<file path="src/rtl/io_bridge_bip2_if.sv">
`default_nettype none
// ============================================================================
// Module      : io_bridge_bip2_if
// Description : Processor data-memory port bundle (write strobe, address,
//               write data, read data) between the CPU and the I/O bridge.
// Revision    : 1.0 - initial release
// ============================================================================
interface io_bridge_bip2_if #(
    parameter int MSB_OPERAND = 11,
    parameter int MSB_ROM     = 11
);
    logic                   WRRAM_i;
    logic [MSB_ROM-1:0]     ADDR_dm_i;
    logic [MSB_OPERAND-1:0] IN_DATA_i;
    logic [MSB_OPERAND-1:0] OUT_DATA_o;

    // master = processor side, slave = bridge side
    modport master (output WRRAM_i, ADDR_dm_i, IN_DATA_i, input OUT_DATA_o);
    modport slave  (input WRRAM_i, ADDR_dm_i, IN_DATA_i, output OUT_DATA_o);
endinterface
`default_nettype wire

</file>
<file path="src/rtl/io_bridge_bip2.sv">
`default_nettype none
// ============================================================================
// Module      : io_bridge_bip2
// Description : Data-memory bridge: addresses below IO_BASE go to RAM, the
//               rest decode to GPIO, a prescaled timer and an 8N1 UART TX.
//               Optional macro TIMER_AUTORELOAD_EN: periodic timer reload.
// Revision    : 1.0 - initial release
// ============================================================================
module io_bridge_bip2 #(
    parameter int                 MSB_OPERAND = 11,
    parameter int                 MSB_ROM     = 11,
    parameter logic [MSB_ROM-1:0] IO_BASE     = 11'h400,
    parameter int                 PRESCALE    = 4,
    parameter int                 BAUD_DIV    = 16
) (
    input  wire logic                   CLOCK_i,
    input  wire logic                   RESET_i,
    io_bridge_bip2_if.slave             dm,
    output logic                        WRRAM_ram_o,
    output logic [MSB_ROM-1:0]          ADDR_ram_o,
    output logic [MSB_OPERAND-1:0]      DATA_ram_o,
    input  wire logic [MSB_OPERAND-1:0] DATA_ram_i,
    input  wire logic [7:0]             GPIO_i,
    output logic [7:0]                  GPIO_o,
    output logic                        UART_TX_o
);

    localparam int PW = (PRESCALE > 1) ? $clog2(PRESCALE) : 1;
    localparam int BW = $clog2(BAUD_DIV);

    localparam logic [MSB_ROM-1:0] c_OFF_GPIO_OUT  = MSB_ROM'(0);
    localparam logic [MSB_ROM-1:0] c_OFF_GPIO_IN   = MSB_ROM'(1);
    localparam logic [MSB_ROM-1:0] c_OFF_TIMER_CNT = MSB_ROM'(2);
    localparam logic [MSB_ROM-1:0] c_OFF_TIMER_CMP = MSB_ROM'(3);
    localparam logic [MSB_ROM-1:0] c_OFF_STATUS    = MSB_ROM'(4);
    localparam logic [MSB_ROM-1:0] c_OFF_UART_TX   = MSB_ROM'(5);
    localparam logic [PW-1:0]      c_PRESC_LAST    = PW'(PRESCALE - 1);
    localparam logic [BW-1:0]      c_BAUD_LAST     = BW'(BAUD_DIV - 1);

    // ------------------------------------------------------------------
    // Address decode and RAM passthrough
    // ------------------------------------------------------------------
    logic               io_sel;
    logic [MSB_ROM-1:0] io_off;
    logic               io_wr;
    logic               wr_gpio;
    logic               wr_cnt;
    logic               wr_cmp;
    logic               wr_status;
    logic               wr_uart;

    assign io_sel    = (dm.ADDR_dm_i >= IO_BASE);
    assign io_off    = dm.ADDR_dm_i - IO_BASE;
    assign io_wr     = dm.WRRAM_i & io_sel;
    assign wr_gpio   = io_wr & (io_off == c_OFF_GPIO_OUT);
    assign wr_cnt    = io_wr & (io_off == c_OFF_TIMER_CNT);
    assign wr_cmp    = io_wr & (io_off == c_OFF_TIMER_CMP);
    assign wr_status = io_wr & (io_off == c_OFF_STATUS);
    assign wr_uart   = io_wr & (io_off == c_OFF_UART_TX);

    assign WRRAM_ram_o = dm.WRRAM_i & ~io_sel;
    assign ADDR_ram_o  = dm.ADDR_dm_i;
    assign DATA_ram_o  = dm.IN_DATA_i;

    // ------------------------------------------------------------------
    // GPIO and timer register bank
    // ------------------------------------------------------------------
    logic [7:0]             gpio_out_q, gpio_out_d;
    logic [7:0]             gpio_s1_q,  gpio_s1_d;
    logic [7:0]             gpio_s2_q,  gpio_s2_d;
    logic [PW-1:0]          presc_q,    presc_d;
    logic [MSB_OPERAND-1:0] cnt_q,      cnt_d;
    logic [MSB_OPERAND-1:0] cmp_q,      cmp_d;
    logic                   match_q,    match_d;

    logic                   tick;
    logic [MSB_OPERAND-1:0] cnt_next;
    logic                   match_hit;

    always_comb begin
        gpio_out_d = wr_gpio ? dm.IN_DATA_i[7:0] : gpio_out_q;
        gpio_s1_d  = GPIO_i;
        gpio_s2_d  = gpio_s1_q;

        // A counter write also restarts the prescaler so the next tick is a
        // full PRESCALE clocks away from the newly loaded value.
        tick    = (presc_q == c_PRESC_LAST);
        presc_d = tick ? '0 : presc_q + PW'(1);
        if (wr_cnt) begin
            presc_d = '0;
        end

`ifdef TIMER_AUTORELOAD_EN
        // Hold the compare value for one tick, then restart from zero.
        cnt_next = (cnt_q == cmp_q) ? '0 : cnt_q + MSB_OPERAND'(1);
`else
        cnt_next = cnt_q + MSB_OPERAND'(1);
`endif
        match_hit = tick & ~wr_cnt & (cnt_next == cmp_q);

        cnt_d = cnt_q;
        if (wr_cnt) begin
            cnt_d = dm.IN_DATA_i;
        end else if (tick) begin
            cnt_d = cnt_next;
        end

        cmp_d   = wr_cmp ? dm.IN_DATA_i : cmp_q;
        // A fresh match outranks a simultaneous write-1-clear.
        match_d = match_hit | (match_q & ~(wr_status & dm.IN_DATA_i[0]));
    end

    always_ff @(posedge CLOCK_i or posedge RESET_i) begin
        if (RESET_i) begin
            gpio_out_q <= '0;
            gpio_s1_q  <= '0;
            gpio_s2_q  <= '0;
            presc_q    <= '0;
            cnt_q      <= '0;
            cmp_q      <= '1;
            match_q    <= 1'b0;
        end else begin
            gpio_out_q <= gpio_out_d;
            gpio_s1_q  <= gpio_s1_d;
            gpio_s2_q  <= gpio_s2_d;
            presc_q    <= presc_d;
            cnt_q      <= cnt_d;
            cmp_q      <= cmp_d;
            match_q    <= match_d;
        end
    end

    assign GPIO_o = gpio_out_q;

    // ------------------------------------------------------------------
    // UART transmitter, 8N1, LSB first
    // ------------------------------------------------------------------
    typedef enum logic [1:0] {
        S_IDLE  = 2'd0,
        S_START = 2'd1,
        S_DATA  = 2'd2,
        S_STOP  = 2'd3
    } uart_state_t;

    uart_state_t   uart_state_q;
    logic [BW-1:0] baud_cnt_q;
    logic [2:0]    bit_idx_q;
    logic [7:0]    shreg_q;
    logic          tx_q;
    logic          baud_last;
    logic          uart_busy;

    assign baud_last = (baud_cnt_q == c_BAUD_LAST);
    assign uart_busy = (uart_state_q != S_IDLE);

    always_ff @(posedge CLOCK_i or posedge RESET_i) begin
        if (RESET_i) begin
            uart_state_q <= S_IDLE;
            baud_cnt_q   <= '0;
            bit_idx_q    <= '0;
            shreg_q      <= '0;
            tx_q         <= 1'b1;
        end else begin
            case (uart_state_q)
                S_IDLE: begin
                    baud_cnt_q <= '0;
                    if (wr_uart) begin
                        uart_state_q <= S_START;
                        shreg_q      <= dm.IN_DATA_i[7:0];
                        tx_q         <= 1'b0;
                    end
                end
                S_START: begin
                    if (baud_last) begin
                        uart_state_q <= S_DATA;
                        baud_cnt_q   <= '0;
                        bit_idx_q    <= '0;
                        tx_q         <= shreg_q[0];
                    end else begin
                        baud_cnt_q <= baud_cnt_q + BW'(1);
                    end
                end
                S_DATA: begin
                    if (baud_last) begin
                        baud_cnt_q <= '0;
                        if (bit_idx_q == 3'd7) begin
                            uart_state_q <= S_STOP;
                            tx_q         <= 1'b1;
                        end else begin
                            bit_idx_q <= bit_idx_q + 3'd1;
                            shreg_q   <= {1'b0, shreg_q[7:1]};
                            tx_q      <= shreg_q[1];
                        end
                    end else begin
                        baud_cnt_q <= baud_cnt_q + BW'(1);
                    end
                end
                S_STOP: begin
                    if (baud_last) begin
                        uart_state_q <= S_IDLE;
                        baud_cnt_q   <= '0;
                    end else begin
                        baud_cnt_q <= baud_cnt_q + BW'(1);
                    end
                end
                default: begin
                    uart_state_q <= S_IDLE;
                    tx_q         <= 1'b1;
                end
            endcase
        end
    end

    assign UART_TX_o = tx_q;

    // ------------------------------------------------------------------
    // Read path: zero-latency mux, unmapped and write-only offsets read 0
    // ------------------------------------------------------------------
    logic [MSB_OPERAND-1:0] io_rdata;

    always_comb begin
        io_rdata = '0;
        case (io_off)
            c_OFF_GPIO_OUT:  io_rdata[7:0] = gpio_out_q;
            c_OFF_GPIO_IN:   io_rdata[7:0] = gpio_s2_q;
            c_OFF_TIMER_CNT: io_rdata      = cnt_q;
            c_OFF_TIMER_CMP: io_rdata      = cmp_q;
            c_OFF_STATUS:    io_rdata[1:0] = {uart_busy, match_q};
            default:         io_rdata      = '0;
        endcase
    end

    assign dm.OUT_DATA_o = io_sel ? io_rdata : DATA_ram_i;

endmodule
`default_nettype wire
</file>
<file path="src/flat_wrapper.sv">
// flat-port wrapper written by rule: the top's interface ports become plain ports
module io_bridge_bip2_flat 
#(
    parameter int                 MSB_OPERAND = 11,
    parameter int                 MSB_ROM     = 11,
    parameter logic [MSB_ROM-1:0] IO_BASE     = 11'h400,
    parameter int                 PRESCALE    = 4,
    parameter int                 BAUD_DIV    = 16
)
  (CLOCK_i, RESET_i, WRRAM_ram_o, ADDR_ram_o, DATA_ram_o, DATA_ram_i, GPIO_i, GPIO_o, UART_TX_o, dm_WRRAM_i, dm_ADDR_dm_i, dm_IN_DATA_i, dm_OUT_DATA_o);
  io_bridge_bip2_if #(.MSB_OPERAND(MSB_OPERAND), .MSB_ROM(MSB_ROM)) dm_i ();
  input  wire logic CLOCK_i;
  input  wire logic RESET_i;
  output logic WRRAM_ram_o;
  output logic [MSB_ROM-1:0] ADDR_ram_o;
  output logic [MSB_OPERAND-1:0] DATA_ram_o;
  input  wire logic [MSB_OPERAND-1:0] DATA_ram_i;
  input  wire logic [7:0] GPIO_i;
  output logic [7:0] GPIO_o;
  output logic UART_TX_o;
  input wire logic [$bits(dm_i.WRRAM_i)-1:0] dm_WRRAM_i;
  input wire logic [$bits(dm_i.ADDR_dm_i)-1:0] dm_ADDR_dm_i;
  input wire logic [$bits(dm_i.IN_DATA_i)-1:0] dm_IN_DATA_i;
  output wire logic [$bits(dm_i.OUT_DATA_o)-1:0] dm_OUT_DATA_o;
  assign dm_i.WRRAM_i = dm_WRRAM_i;
  assign dm_i.ADDR_dm_i = dm_ADDR_dm_i;
  assign dm_i.IN_DATA_i = dm_IN_DATA_i;
  assign dm_OUT_DATA_o = dm_i.OUT_DATA_o;
  io_bridge_bip2 #(.MSB_OPERAND(MSB_OPERAND), .MSB_ROM(MSB_ROM), .IO_BASE(IO_BASE), .PRESCALE(PRESCALE), .BAUD_DIV(BAUD_DIV)) u_core (.CLOCK_i(CLOCK_i), .RESET_i(RESET_i), .dm(dm_i), .WRRAM_ram_o(WRRAM_ram_o), .ADDR_ram_o(ADDR_ram_o), .DATA_ram_o(DATA_ram_o), .DATA_ram_i(DATA_ram_i), .GPIO_i(GPIO_i), .GPIO_o(GPIO_o), .UART_TX_o(UART_TX_o));
endmodule
</file>
<file path="config.mk">
export PLATFORM = sky130hd
export DESIGN_NAME = io_bridge_bip2_flat
export DESIGN_NICKNAME = d
export VERILOG_FILES = /design/src/rtl/io_bridge_bip2_if.sv /design/src/rtl/io_bridge_bip2.sv /design/src/flat_wrapper.sv
export SDC_FILE = /design/constraint.sdc
export NUM_CORES = 1
export LEC_CHECK = 0
export ABC_CLOCK_PERIOD_IN_PS = 2430
export CAP_MARGIN = 20
export CORE_MARGIN = 2
export CORE_UTILIZATION = 40
export CTS_CLUSTER_DIAMETER = 30
export DETAILED_ROUTE_END_ITERATION = 7
export GPL_ROUTABILITY_DRIVEN = 0
export PLACE_DENSITY = 0.69
export SLEW_MARGIN = 20
export SYNTH_ARGS = -nofsm -noshare
export SYNTH_HDL_FRONTEND = slang
export SYNTH_SLANG_ARGS = --single-unit
</file>
<file path="constraint.sdc">
create_clock -name CLOCK_i -period 2.43 [get_ports CLOCK_i]
set_input_delay 0.6075 -clock CLOCK_i [delete_from_list [all_inputs] [get_ports CLOCK_i]]
set_output_delay 0.6075 -clock CLOCK_i [all_outputs]
set_load 0.01 [all_outputs]
</file>
---- Yosys cells after proc, flatten, opt, wreduce, memory -nomap -nowiden ----
Cells that the tools add are included.
Widths: inputs -> output; s select.
cells by class
  add/subtract/negate cells ............... 5
  order comparisons ....................... 1
  equality and inequality tests ........... 18
  muxes and demuxes ....................... 29
  bitwise gates (word level) .............. 15
  reductions and logical operators ........ 12
operators by type and width
  kind                    number
  $mux 11                 3
  $mux 8                  3
  $pmux 6 s4              1
  $eq 11x2->1 const B     2
  $eq 11x3->1 const B     2
  $pmux 8 s2              1
  $mux 2                  7
  $pmux 3 s2              2
  $reduce_and 4->1        3
  $add 11x1->11 const B   1
  $and 1x1->1             11
  $eq 11x1->1 const B     1
  $eq 11x11->1            1
  $ge 11x11->1 const B    1
  $logic_not 11->1        1
  $sub 11x11->11 const B  1
  $ne 2x1->1 const B      5
  $pmux 2 s5              1
  $mux 3                  3
  $pmux 2 s4              1
  $pmux 4 s2              1
  $reduce_bool 2->1       4
  $eq 2x2->1 const B      3
  $reduce_and 5->1        1
  other kinds (15)        20
storage, ports and cells
  flip-flop bits (word level) ............. 67
  input port bits ......................... 44
  output and inout port bits .............. 43
  logic and storage cells ................. 92

---- Depth between registers and ports, before layout ----
  depth in word-level cells ............... 7
  mapped depth ............................ 7
  gate-level depth less buffers ........... 6

---- Worst setup path before layout ----
OpenSTA, ideal clock, no wires.
  path type ............................... input to output
  from .................................... input dm_ADDR_dm_i[3]
  to ...................................... output dm_OUT_DATA_o[10]
  arrival time ............................ 1.932 ns
  required time ........................... 1.822 ns
  path slack .............................. -0.109 ns
  stages on the path ...................... 5
  path buffers ............................ 0
  cells stage by stage .................... or4_1 or2_4 nor2_1 nand2_1 o22ai_1
on the way
  cells in the longest elaborated chain, start to end .. 4
  elaborated cells between the ends (all ways) .. 6
  those cells by class .................... 1 x add/sub; 1 x order compare; 2 x eq/ne; 2 x mux
RTL lines
  element          line                   text
  start, declared  flat_wrapper.sv:22     input wire logic [$bits(dm_i.ADDR_dm_i)-1:0] dm_ADDR_dm_i;
  $sub 11x11->11   io_bridge_bip2.sv:53   assign io_off = dm.ADDR_dm_i - IO_BASE;
  $eq 11x2->1      io_bridge_bip2.sv:223  case (io_off)
  $pmux 3 s2       io_bridge_bip2.sv:223
  $mux 11 *        io_bridge_bip2.sv:233  assign dm.OUT_DATA_o = io_sel ? io_rdata : DATA_ram_i;
  end, declared    flat_wrapper.sv:24     output wire logic [$bits(dm_i.OUT_DATA_o)-1:0] dm_OUT_DATA_o;
Every way passes the cells marked *; elsewhere a longest branch is shown, timed or not.

---- Final worst setup path ----
  from .................................... input dm_ADDR_dm_i[7]
  to ...................................... output dm_OUT_DATA_o[0]
on the way
  cells in the longest elaborated chain, start to end .. 4
  elaborated cells between the ends (all ways) .. 9
  those cells by class .................... 1 x add/sub; 1 x order compare; 4 x eq/ne; 2 x mux; 1 x reduce/logical
RTL lines
  element                                    line
  $sub 11x11->11                             io_bridge_bip2.sv:53
  $eq 11x3->1, or another cell as far along  io_bridge_bip2.sv:223
  $pmux 2 s5                                 io_bridge_bip2.sv:223
  $mux 11 *                                  io_bridge_bip2.sv:233
Marked as above.

==> metrics <==
failing checks=setup timing; # hold bufs at CTS=0; share of cells above drive strength 1=35.16%; Clock Tree Buf Depth=2; placed inst area=4925 um^2; clock power share=24.2%; largest net degree at the start of global routing=26; Bufs and invs on worst path=4; global route overflow=0; final instance area=5164 um^2; Total GRT Usage=19.35%; post-route ant nets=0; M3 GR Usage=4.210%; syn nets=407; hold crit path type=flip-flop to flip-flop; DR WL/cell=16.56 um; endpoint class of the critical path=primary output; library cells used by synthesis=54; Comb power frac=33.9%; Worst-path clk slew=70 ps; Rows=35; crit path setup slack, layout=-358.1 ps; P_sw=1.157 mW; Worst Skew=15.38 ps; core area=9196 um^2; die width=101.3 um; final hold violations=0; Max Fanout on Critical Path=4; fin crit share=114.7%; Pint=2.322 mW; synthesized area=3790 um^2; post-route insts no fill=566; Tmin final=2788 ps; Post-synth EDFFs=0; largest cells by area after synthesis=dfrtp_1, mux2_2, dfstp_2; Pre-antenna DRT Iters=4; Slew headroom=64.33%; # diodes=0; initial antenna violation count=0; H-tree depth=3; drt via density=5.390; Num CTS Buffers=9; CP peak stage delay=540 ps; commonest non-fill, non-tap cell in the layout=clkdlybuf4s50_1; area grow syn2layout=36.25%; die area=10,270 um^2; Layout Nets=503; syn_area_per_cell=10.71 um^2; critical-path cell list=buf_6, or4b_4, or2_4, buf_6, nor2_4, buf_6, a21oi_2, o21ai_1, buf_2; Cells after Synth=354; M1 GR Usage=26.86%; Synth top area share=36.32%; part of the power in registers=41.8%; slowest CP cell=or4b_4; io pins=87; CP Class=input pin to primary output; Peak VDD IR=0.0002914 V; f_max=358.7 MHz; height of the die=101.3 um; Reg2Reg Setup Slack=280 ps; Most Used Layer, Global Route=met2; most frequent cells in the layout=clkdlybuf4s50_1, dfrtp_1, mux2_2; Slew Limit Fails=0; post-synth top area cell=dfrtp_1; Iteration-0 DRC Markers=124; vias in the first global route=2,942; DP Wirelength=7043 um; leakage power=2.252 nW; Critical Path AT=2180 ps; first-pass GRT wire length=15,320 um; worst-case hold slack=350.2 ps; sequential fraction of the synthesis area=44.64%; post-detailed-route DRC marker count=0; ys async rst share=100.0%; maxcap violations=0; IO Port Bufs=86; root buf cell=clkbuf_8; crit-path most repeated cell=buf_6; Yosys warnings=0; Initial Util=41.21%; Crit path max-delay family=simple AND/OR/NAND/NOR gates; PwrDens=673.7 nW/um^2; vias=3,051; placed cells=546; Routed WL=9373 um; Post-synth top flop=dfrtp_1; CTS tree=done; Worst-Margin Slew=534.3 ps; unrepaired setup endpoints after global routing=true; flops & latches, synth=67; Worst setup SP type=input pin; Data required, critical path=1820 ps; Sw Share=33.27%; clk sinks=67; final setup violation count=11; clock latency on the worst-skew pair=350 ps; status=finished, violations left; met2 usage=31.84%
logic make-up after synthesis:
logic type	Yosys count	share of synthesized area, %
flip-flops	67	44.64
AO/OA/AOI/OAI	61	10.76
adder cells (fa/ha/maj)	9	2.971
XOR/XNOR	24	5.547
AND/OR/NAND/NOR	88	12.97
buffers and inverters	57	8.419
multiplexers	48	14.69
power by group through the flow:
stage / sequential [mW] / clock (mW) / combinational, mW
after CTS: 1.45 / 0.857 / 1.18
after floorplan: 1.41 / 0 / 0.830
after global placement: 1.46 / 0 / 1.14
after global routing: 1.48 / 0.913 / 1.31
final: 1.46 / 0.843 / 1.18
after detailed placement: 1.47 / 0 / 1.18
Yosys cell counts (3+ instances only):
master / instances
clkbuf_1: 8
a22oi_1: 7
or4_1: 4
and3_1: 4
nor3_1: 5
o21ai_0: 7
o221ai_1: 6
nand2_1: 18
buf_2: 6
o22ai_1: 3
buf_4: 22
nor2_1: 22
inv_1: 17
mux2_2: 41
ha_1: 9
xor2_1: 9
dfstp_2: 12
xnor2_1: 15
dfrtp_1: 55
nand3_1: 5
a22o_1: 5
or3_1: 3
nand4_1: 5
nor2b_1: 5
mux2i_1: 5
a21oi_1: 20
state kept, by name, summed over array words and instances (netlist names):
| signal | count |
|---|---|
| u_core.GPIO_o | 8 |
| u_core.UART_TX_o | 1 |
| u_core.baud_cnt_q | 4 |
| u_core.bit_idx_q | 3 |
| u_core.cmp_q | 11 |
| u_core.cnt_q | 11 |
| u_core.gpio_s1_q | 8 |
| u_core.gpio_s2_q | 8 |
| u_core.match_q | 1 |
| u_core.presc_q | 2 |
| u_core.shreg_q | 8 |
| u_core.uart_state_q | 2 |
cell type report:
type	instances	area, um^2
clock inverters	5	38.79
inverters	17	63.81
well taps	111	138.9
fillers	807	4033
clock buffers	11	141.4
repair buffers	125	1176
multi-input cells	230	1913
flip-flops and latches	67	1692
repair_timing:
item,4_1_cts,5_1_grt
hold endpoints to repair,0,0
gates cloned,0,0
pin swaps,10,7
endpoints found under the setup margin,59,25
setup buffers,3,1
gates resized for setup,92,18
through the flow:
stage	util (%)	setup WS, ps	power (mW)	setup TNS (ps)
2_1_floorplan	-	-27.75	2.236	-166.5
3_3_place_gp	53.55	-1065	2.602	-33800
3_5_place_dp	53.55	-1114	2.654	-35470
4_1_cts	55.39	-441.9	3.486	-4093
5_1_grt	56.15	-424.5	3.709	-4249
6_report	56.15	-358.1	3.479	-3635
final timing paths:
| kind | to | cells past startpoint | from |
|---|---|---|---|
| setup / recovery | dm_OUT_DATA_o[0] | 9 | dm_ADDR_dm_i[7] |
| hold / removal | u_core.gpio_s2_q[5]$_DFF_PP0_ | 0 | u_core.gpio_s1_q[5]$_DFF_PP0_ |
| setup reg to reg | u_core.match_q$_DFF_PP0_ | 6 | u_core.cnt_q[1]$_DFFE_PP0P_ |
| hold reg to reg | u_core.gpio_s2_q[5]$_DFF_PP0_ | 0 | u_core.gpio_s1_q[5]$_DFF_PP0_ |
| max in group asynchronous | u_core.cmp_q[6]$_DFFE_PP1P_ | 3 | RESET_i |
| min in group asynchronous | u_core.uart_state_q[0]$_DFFE_PP0P_ | 2 | RESET_i |
layer usage:
metal  part of all wire (%)  wire length, um  vias up
li1                       -                -     1441
met1                     46             4316     1509
met2                     48             4516       93
met3                    4.9              463        8
met4                   0.82               77        0
met5                      0                0        -
Power figures use the tool's default switching activity.
